<file path="src/rtl/int_ctrl.sv">
// int_ctrl -- interrupt sequencer for the 8-bit core.
//
// Purpose:
//     Sits directly upstream of the flag register. On interrupt entry the
//     return PC and the C/Z flags are saved and fetch is redirected to
//     VECTOR. On reti the saved PC is handed back to fetch and the saved
//     C/Z are written back into the flag register via iwe/intc_o/intz_o.
//     Single interrupt level, no nesting.
//
// Configuration macro:
//     INT_PENDING_LATCH_EN  - when defined, rising edges of int_req (on cen
//                             cycles) set a pending bit that is used as the
//                             take condition instead of the raw level, so
//                             short pulses between boundaries are not lost
//                             and requests arriving during an ISR are
//                             serviced after it returns.
//
// Parameters:
//     PC_W    program-counter width
//     VECTOR  ISR entry address driven on vector
//
// Ports:
//     clk        in   system clock
//     rst        in   synchronous, active-high reset
//     cen        in   clock enable; state advances only when 1
//     int_req    in   external interrupt request (level)
//     inst_done  in   instruction boundary this cycle
//     pc_next    in   address of next sequential instruction
//     c_flag     in   current carry
//     z_flag     in   current zero
//     reti       in   decoded reti, valid with inst_done
//     enai       in   decoded enable-interrupts, valid with inst_done
//     disi       in   decoded disable-interrupts, valid with inst_done
//     take_int   out  load PC with vector this cycle
//     vector     out  constant VECTOR
//     int_ack    out  acknowledge pulse to interrupt source
//     ret_valid  out  load PC with ret_pc this cycle
//     ret_pc     out  saved return address
//     iwe        out  flag-restore write enable
//     intc_o     out  saved carry (valid with iwe)
//     intz_o     out  saved zero (valid with iwe)
//     ie         out  interrupt-enable status
//     in_isr     out  high while entering, servicing or returning

module int_ctrl #(
    parameter int              PC_W   = 12,
    parameter logic [PC_W-1:0] VECTOR = 12'h001
) (
    input  logic            clk,
    input  logic            rst,
    input  logic            cen,
    input  logic            int_req,
    input  logic            inst_done,
    input  logic [PC_W-1:0] pc_next,
    input  logic            c_flag,
    input  logic            z_flag,
    input  logic            reti,
    input  logic            enai,
    input  logic            disi,
    output logic            take_int,
    output logic [PC_W-1:0] vector,
    output logic            int_ack,
    output logic            ret_valid,
    output logic [PC_W-1:0] ret_pc,
    output logic            iwe,
    output logic            intc_o,
    output logic            intz_o,
    output logic            ie,
    output logic            in_isr
);

    typedef enum logic [1:0] {
        ST_IDLE,
        ST_ENTER,
        ST_ISR,
        ST_RETURN
    } state_e;

    state_e            state_q, state_d;
    logic              ie_q, ie_d;
    logic [PC_W-1:0]   savedPc_q, savedPc_d;
    logic              savedC_q, savedC_d;
    logic              savedZ_q, savedZ_d;
    logic              takeReq;

`ifdef INT_PENDING_LATCH_EN
    logic              pending_q, pending_d;
    logic              reqPrev_q, reqPrev_d;
    logic              riseEdge;

    // Edge detector and pending latch. An edge seen on the boundary cycle
    // itself counts immediately so a fresh request is not delayed a whole
    // instruction. The pending bit is consumed when the ENTER cycle retires.
    always_comb begin
        riseEdge  = int_req & ~reqPrev_q;
        reqPrev_d = reqPrev_q;
        pending_d = pending_q;
        if (cen) begin
            reqPrev_d = int_req;
            if (state_q == ST_ENTER) begin
                pending_d = 1'b0;
            end else if (riseEdge) begin
                pending_d = 1'b1;
            end
        end
        takeReq = pending_q | riseEdge;
    end

    always_ff @(posedge clk) begin
        if (rst) begin
            pending_q <= 1'b0;
            reqPrev_q <= 1'b0;
        end else begin
            pending_q <= pending_d;
            reqPrev_q <= reqPrev_d;
        end
    end
`else
    // Plain level sampling: a request must be high on a boundary to be seen.
    always_comb begin
        takeReq = int_req;
    end
`endif

    // Next-state logic. Nothing moves on cycles with cen low. ie is the
    // registered value, so an enai on the same boundary as a request does
    // not admit that request; disi on the same boundary does block it.
    always_comb begin
        state_d   = state_q;
        ie_d      = ie_q;
        savedPc_d = savedPc_q;
        savedC_d  = savedC_q;
        savedZ_d  = savedZ_q;
        if (cen) begin
            unique case (state_q)
                ST_IDLE: begin
                    if (inst_done && takeReq && ie_q && !disi) begin
                        savedPc_d = pc_next;
                        savedC_d  = c_flag;
                        savedZ_d  = z_flag;
                        state_d   = ST_ENTER;
                    end else if (inst_done) begin
                        if (disi) begin
                            ie_d = 1'b0;
                        end else if (enai) begin
                            ie_d = 1'b1;
                        end
                    end
                end
                ST_ENTER: begin
                    ie_d    = 1'b0;
                    state_d = ST_ISR;
                end
                ST_ISR: begin
                    if (inst_done && reti) begin
                        state_d = ST_RETURN;
                    end
                end
                ST_RETURN: begin
                    ie_d    = 1'b1;
                    state_d = ST_IDLE;
                end
                default: begin
                    state_d = ST_IDLE;
                end
            endcase
        end
    end

    always_ff @(posedge clk) begin
        if (rst) begin
            state_q   <= ST_IDLE;
            ie_q      <= 1'b0;
            savedPc_q <= '0;
            savedC_q  <= 1'b0;
            savedZ_q  <= 1'b0;
        end else begin
            state_q   <= state_d;
            ie_q      <= ie_d;
            savedPc_q <= savedPc_d;
            savedC_q  <= savedC_d;
            savedZ_q  <= savedZ_d;
        end
    end

    // Pulses are gated by cen so a stalled ENTER/RETURN issues exactly one
    // effective load/write when the pipeline finally advances.
    assign take_int  = (state_q == ST_ENTER)  & cen;
    assign int_ack   = (state_q == ST_ENTER)  & cen;
    assign ret_valid = (state_q == ST_RETURN) & cen;
    assign iwe       = (state_q == ST_RETURN) & cen;
    assign vector    = VECTOR;
    assign ret_pc    = savedPc_q;
    assign intc_o    = savedC_q;
    assign intz_o    = savedZ_q;
    assign ie        = ie_q;
    assign in_isr    = (state_q != ST_IDLE);

endmodule
</file>
<file path="config.mk">
export PLATFORM = sky130hd
export DESIGN_NAME = int_ctrl
export DESIGN_NICKNAME = d
export VERILOG_FILES = /design/src/rtl/int_ctrl.sv
export SDC_FILE = /design/constraint.sdc
export NUM_CORES = 1
export LEC_CHECK = 0
export CAP_MARGIN = 30
export CORE_MARGIN = 3
export CORE_UTILIZATION = 39
export CTS_CLUSTER_SIZE = 40
export DETAILED_ROUTE_END_ITERATION = 16
export PLACE_DENSITY = 0.87
export SLEW_MARGIN = 20
export SYNTH_ARGS = -nofsm -noshare
export SYNTH_HDL_FRONTEND = slang
export SYNTH_SLANG_ARGS = --single-unit
</file>
<file path="constraint.sdc">
create_clock -name clk -period 3.2 [get_ports clk]
set_input_delay 0.32 -clock clk [delete_from_list [all_inputs] [get_ports clk]]
set_output_delay 0.32 -clock clk [all_outputs]
set_load 0.03 [all_outputs]
</file>
Word level (Yosys, flattened, before mapping)
Cells that the tools add are included.
{ "totals": {"latch_bits": 0, "out_inout_bits": 32, "word_cells": 34, "memories": 0, "input_bits": 22, "romBits": 0, "register_bits": 17, "mem_bits_rw": 0} }
{ "op_classes": {"n_eq_ne": 8, "n_reduce_logical": 11, "multipliers": 0, "magnitude_cmp": 0, "shift": 0, "n_bitwise": 2, "muxes": 8, "n_div": 0, "add_sub_neg": 0} }
{ "op_table": {"columns": ["op", "n"], "rows": [
  ["$ne 2x2->1 const B", 4],
  ["$pmux 2 s4", 1],
  ["$reduce_and 3->1", 2],
  ["$reduce_and 5->1", 1],
  ["$eq 2x2->1 const B", 2],
  ["$logic_and 1x1->1", 4],
  ["$mux 1", 4],
  ["$mux 2", 2],
  ["$ne 3x3->1 const B", 1],
  ["$pmux 1 s3", 1],
  ["$reduce_bool 3->1", 1],
  ["$and 1x1->1", 2],
  ["$eq 2x1->1 const B", 1],
  ["$logic_not 2->1", 1],
  ["$reduce_bool 2->1", 1],
  ["$logic_not 1->1", 1]
]} }

Depth between registers and ports, before layout
Gate-level depths: netlist of the first run.
{ "depth": {"depth_word": 5, "depth_mapped": 6, "mapped_depth_nobuf": 6} }

Least setup slack after synthesis of the first run
Ideal clock, no wire load.
{ "synth_path": {"path_type": "register to register", "start": "register state_q[0]", "end": "register state_q[1]", "period_less_slack_ps": 1532, "arrival_time_ps": 1405, "path_stages_with_launch": 7, "setup_time_ps": 128, "t_required_ps": 3072, "path_buffers": 0, "slack_ps": 1668, "path_cell_list": "dfxtp_1 inv_1 ha_1 inv_1 o211a_1 mux2i_1 nor2_1"} }
{ "synth_between": {"elab_chain_len": 3, "word_cells_on_any_way": 8, "cone_classes": "eq/ne (5); mux (1); reduce/logical (2)"} }
{ "synth_rtl": {"columns": ["item", "line", "text"], "rows": [
  ["start: declaration", "79", "state_e state_q, state_d;"],
  ["start signal: assignment", "178", "state_q <= state_d;"],
  ["$eq 2x2->1 / $logic_not 2->1 (equally long branches)", "135", "unique case (state_q)"],
  ["$ne 2x2->1 (no line)", null, null],
  ["$reduce_and 3->1 (no line)", null, null]
]} }
Several ways; a longest one is shown, not always the timed one.
A chain may end at the register's enable or synchronous reset.

Worst setup path in the final report of the first run
{ "layout_path": {"start": "register state_q[0]", "end": "output port in_isr"} }
{ "layout_between": {"elab_chain_len": 1} }
{ "layout_rtl": {"columns": ["item", "line", "text"], "rows": [
  ["$reduce_bool 2->1", "197", "assign in_isr = (state_q != ST_IDLE);"],
  ["end: declaration", "69", "output logic in_isr"]
]} }
Every way passes these cells.

==> results of run 1 <==
## area by class of cell
type,count,share of cell area (%)
Clock buffer,4,2.10
Inverter,3,0.901
Multi-Input combinational cell,64,34.2
Sequential cell,17,27.2
Tap cell,27,2.70
Timing Repair Buffer,41,32.8
## flip-flops by register name, indices dropped and copies added (netlist names)
register,count
state_q,2
intc_o,1
intz_o,1
ie,1
ret_pc,12
## cell usage in the layout (no fill, tap or decap), types with 2 or more instances in the layout
cell type / count
clkbuf_4: 3
nor2_1: 17
ha_1: 4
dfxtp_1: 17
a21bo_2: 2
clkdlybuf4s50_1: 41
conb_1: 12
a21oi_1: 2
mux2i_1: 15
and2_1: 2
inv_1: 3
o21ai_0: 2
nand2_1: 2
## cell usage after synthesis
library cell	instances
dfxtp_1	17
nor2_1	17
mux2i_1	15
buf_4	14
ha_1	4
inv_1	3
a21bo_2	2
a21oi_1	2
and2_1	2
conb_1	2
nand2_1	2
o21ai_0	2
a211oi_1	1
and4b_2	1
buf_1	1
buf_6	1
clkbuf_1	1
nand3_1	1
nand3_4	1
o211a_1	1
o31ai_1	1
## stage by stage
stage                     area (sq um)  util [%]  power (mW)  hold WS, ps
after floorplan                    903         -       0.260          416
after global placement            1220      60.5       0.279          473
after detailed placement          1220      60.5       0.280          490
after CTS                         1250      61.8       0.394          514
after global routing              1250      61.8       0.408          538
final                             1250      61.8       0.390          505
## power groups by stage
stage | combinational (mW) | sequential, mW | clock (mW)
after detailed placement | 0.0612 | 0.218 | 0
after global routing | 0.0654 | 0.214 | 0.129
after CTS | 0.0615 | 0.214 | 0.118
after floorplan | 0.0396 | 0.221 | 0
after global placement | 0.0603 | 0.218 | 0
final | 0.0616 | 0.214 | 0.115
## per-layer routing
layer / global-route usage, % / vias to the layer above
li1: - / 349
met1: 14.9 / 325
met2: 22.7 / 39
met3: 5.35 / 2
met4: 3.40 / 0
met5: 0 / -
## worst max-delay path, cell delays in order (launching register included)
cell	delay, ps
dfxtp_1	430
inv_1	90
ha_1	300
inv_1	100
clkdlybuf4s50_1	670
## final timing paths
check	startpoint	end	cells past startpoint	slack, ps
setup / recovery	state_q[0]	in_isr	4	1000
hold / removal	ret_pc[3]	ret_pc[3]	2	510
setup reg to reg	state_q[0]	ie	6	1610
hold reg to reg	ret_pc[3]	ret_pc[3]	2	510
## cell families (layout without fill, tap and decap cells)
| kind of cell | Yosys count | after routing | share of synthesized area [%] |
|---|---|---|---|
| simple gates | 24 | 24 | 13.6 |
| other cells | 2 | 12 | 0.867 |
| mux | 15 | 15 | 17.3 |
| fa+ha+maj | 4 | 4 | 5.78 |
| compound gates | 9 | 9 | 7.52 |
| buf+inv | 20 | 48 | 15.6 |
| flops | 17 | 17 | 39.3 |
==> out/summary.txt, run 1 <==
RSZ-0062 raised after global routing: no
Clk pwr share: 29.4%
Final Cycle Share: 68.7%
worst slew pin tran: 615 ps
clk_skew: 2.75 ps
number of setup buffers added after CTS: 0
vias in the first global route: 648
Die Y: 53.1 um
cts hold-fix bufs: 0
crit path kind: reg2out
Skew-Pair Late Insertion Delay: 280 ps
Power Dens Cells: 312 nW/um^2
clock slew at reported path FFs: 100 ps
Final Hold Vio Count: 0
Core ar.: 2020 sq um
TritonRoute pass-1 iters: 2
hpwl dp: 1400 um
CP Capture Type: output port
CP max FO: 6
cell taking the most area after synthesis: dfxtp_1
Pleak: 0.597 nW
CTS tree: done
YS warnings: 0
Multi-input gate area: 428 sq um
M1 WL: 799 um
clk root buf: clkbuf_4
final wirelength: 1860 um
post-layout min period: 2200 ps
Synth Instances: 91
Port Buffers: 41
Reg area: 340 sq um
RePlAce Congestion: 0.819
area share of the largest cell type after synthesis: 39.3%
DR WL/cell: 11.9 um
Avg Inst Size Synth: 9.51 sq um
H-tree lvl count: 1
IO Pins: 54
Achievable Freq: 455 MHz
P&R area growth vs syn: 44.4%
met3 routed WL: 196 um
library cells used by synthesis: 21
WP data required: 2880 ps
Setup Viol. Count Final: 0
Rows: 16
max-cap viol count: 0
Sw Share: 25.8%
DR iter-0 viols: 3
Post-CTS Resized: 0
Worst Hold Class: reg2reg
CP Launch Type: flop
max-slew violations: 0
Power Internal: 0.289 mW
Die X: 53.1 um
DRT antenna net count: 0
Num CTS Buffers: 3
met2 WL: 852 um
CTS max path bufs: 2
Reg power frac: 54.8%
Comb power frac: 15.8%
proportion of layout cells with a drive suffix above 1: 5.43%
DRC violations left: 0
Inst Count DP: 152
Max rail drop VDD: 0.232 mV
final setup margin: 1000 ps
top post-synthesis cells by area: dfxtp_1, mux2i_1, buf_4, nor2_1, ha_1
status: complete, no violations
crit path DAT: 1880 ps
die area: 2820 sq um
GRT overflow: 0
vias: 715
final non-filler cell total: 156
CTS Sinks: 17
Highest Signal Layer: met4
GR Util All Layers: 13.2%
Yosys reg bits: 17
final net count: 156
switching pwr: 0.101 mW
initial antenna violation count: 0
via/cell ratio: 4.58
largest net degree at the start of global routing: 18
sequential area share after synthesis: 39.3%
# fillers: 177
first-pass GRT wire length: 2730 um
Antenna Cells: 0
Setup WS pre-CTS: 1070 ps
Slew headroom: 58.9%
Fin Setup TNS: 0 ps
Mapped Area: 866 sq um
starting density of the core: 42.8%
No activity file was read; power rests on OpenSTA's default activity.
==> inputs of run 2 (changes only) <==
--- a/config.mk
+++ b/config.mk
@@ -7,10 +7,10 @@
 export LEC_CHECK = 0
 export CAP_MARGIN = 30
 export CORE_MARGIN = 3
-export CORE_UTILIZATION = 39
+export CORE_UTILIZATION = 36
 export CTS_CLUSTER_SIZE = 40
 export DETAILED_ROUTE_END_ITERATION = 16
-export PLACE_DENSITY = 0.87
+export PLACE_DENSITY = 0.82
 export SLEW_MARGIN = 20
 export SYNTH_ARGS = -nofsm -noshare
 export SYNTH_HDL_FRONTEND = slang
==> constraint.sdc (replaced) <==
create_clock -name clk -period 2.3 [get_ports clk]
set_input_delay 0.23 -clock clk [delete_from_list [all_inputs] [get_ports clk]]
set_output_delay 0.23 -clock clk [all_outputs]
set_load 0.03 [all_outputs]
==> out/summary.txt, run 2 (same netlist as run 1, synthesis figures left out) <==
status: complete, no violations
proportion of layout cells with a drive suffix above 1: 5.43% (unchanged)
final setup margin: 216 ps (-787 ps)
Final Cell Area: 1250 sq um (+0.10%)
CTS Sinks: 17 (unchanged)
vias: 708 (-0.98%)
crit-path most repeated cell: inv_1
CTS tree: done
WP data required: 2070 ps (-810 ps)
H-tree lvl count: 1 (unchanged)
clk_skew: 4.33 ps (+1.58 ps)
RSZ-0062 raised after global routing: no
Skew-Pair Late Insertion Delay: 280 ps (about the same)
crit-path cells: inv_1 > ha_1 > inv_1 > clkdlybuf4s50_1
initial antenna violation count: 0 (unchanged)
Max rail drop VDD: 0.404 mV (+74%)
Die X: 55.0 um (+3.6%)
Power Dens Cells: 429 nW/um^2 (+38%)
Hold Path Origin: ret_pc[5]
final non-filler cell total: 157 (+0.64%)
CP Capture Type: output port
Inst Count DP: 153 (+0.66%)
Pleak: 0.597 nW (unchanged)
Worst R2R End: ie
Final Hold Vio Count: 0 (unchanged)
worst setup path end: in_isr
Slew headroom: 60.2% (+1.3 points)
final net count: 156 (unchanged)
cts hold-fix bufs: 0 (unchanged)
Fin Setup TNS: 0 ps (unchanged)
Slowest-stage cell, CP: clkdlybuf4s50_1
first-pass GRT wire length: 2770 um (+1.5%)
die area: 3030 sq um (+7.4%)
Core ar.: 2250 sq um (+12%)
crit path from: state_q[0]
Worst Hold Class: reg2reg
via/cell ratio: 4.51 (-1.6%)
Port Buffers: 41 (unchanged)
r2r setup slk: 760 ps (-850 ps)
Worst Reg2Reg Path Length in Cells: 6 (unchanged)
IO Pins: 54 (unchanged)
most frequent cells in the layout: clkdlybuf4s50_1, nor2_1, dfxtp_1
max-slew violations: 0 (unchanged)
RePlAce Congestion: 0.604 (-26%)
final wirelength: 1860 um (+0.16%)
DRT antenna net count: 0 (unchanged)
clock slew at reported path FFs: 90 ps (about the same)
Post-CTS Resized: 0 (unchanged)
DR iter-0 viols: 4 (+1)
area of placed instances: 1220 sq um (+0.10%)
Antenna Cells: 0 (unchanged)
crit path DAT: 1850 ps (-30 ps)
Die Y: 55.0 um (+3.6%)
Achievable Freq: 480 MHz
GR Util All Layers: 13.0% (-0.20 points)
Num CTS Buffers: 3 (unchanged)
starting density of the core: 38.4% (-4.4 points)
crit-path max cell delay: 670 ps (about the same)
largest net degree at the start of global routing: 18 (unchanged)
vias in the first global route: 675 (+4.2%)
Setup Viol. Count Final: 0 (unchanged)
Final Cycle Share: 90.6%
DRC violations left: 0 (unchanged)
crit path kind: reg2out
DR WL/cell: 11.9 um (-0.48%)
worst r2r src: state_q[0]
worst slew pin tran: 596 ps (-19.2 ps)
clk root buf: clkbuf_4
max-cap viol count: 0 (unchanged)
Rows: 17 (+1)
Largest register FFs: 12 (unchanged)
CTS max path bufs: 2 (unchanged)
hpwl dp: 1500 um (+6.7%)
Setup WS pre-CTS: 386 ps (-689 ps)
number of setup buffers added after CTS: 0 (unchanged)
CP max FO: 6 (unchanged)
P&R area growth vs syn: 44.5%
total power: 0.537 mW (+38%)
most common cell after layout, fill and taps aside: clkdlybuf4s50_1
post-layout min period: 2080 ps
GRT overflow: 0 (unchanged)
CP Launch Type: flop
TritonRoute pass-1 iters: 2 (unchanged)
## run 2: cell counts in the layout (fill, tap and decap cells not counted)
Identical to the previous run, type by type.
## run 2: through the flow
step           utilization, %  hold WS, ps
2_1_floorplan               -          326
3_3_place_gp             54.3          473
3_5_place_dp             54.3          491
4_1_cts                  55.5          516
5_1_grt                  55.5          537
6_report                 55.5          506
## run 2: worst min path at each step
stage          cells after the start  slack, ps    endpoint
5_1_grt                            3        540   ret_pc[6]
3_3_place_gp                       2        470   ret_pc[1]
2_1_floorplan                      1        330  state_q[0]
6_report                           2        510   ret_pc[5]
3_5_place_dp                       2        490   ret_pc[5]
4_1_cts                            2        520   ret_pc[8]
## run 2: layer usage
layer  global-route usage [%]  share of wire, %  up-vias
li1                         -                 -      349
met1                     13.1                38      316
met2                     23.4                49       41
met3                     4.02                13        2
met4                     7.29              0.70        0
met5                        0                 0        -
## run 2: layout make-up
cell class	instances	area (sq um)
inverters	3	11.3
flip-flops and latches	17	340
repair buffers	41	410
well taps	28	35.0
multi-input cells	64	428
fillers	230	1000
clock buffers	4	26.3
## run 2: power breakdown
group	switching [mW]	total (mW)	internal (mW)
Sequential	0.00113	0.297	0.296
Clock	0.0868	0.154	0.0674
Combinational	0.0461	0.0855	0.0394
Total	0.134	0.537	0.403
## run 2: critical path: cells and delay by family, from the launching register on
| kind | cells | cell delay [ps] |
|---|---|---|
| buffers and inverters | 3 | 860 |
| DFF | 1 | 420 |
| adders and majority gates | 1 | 290 |
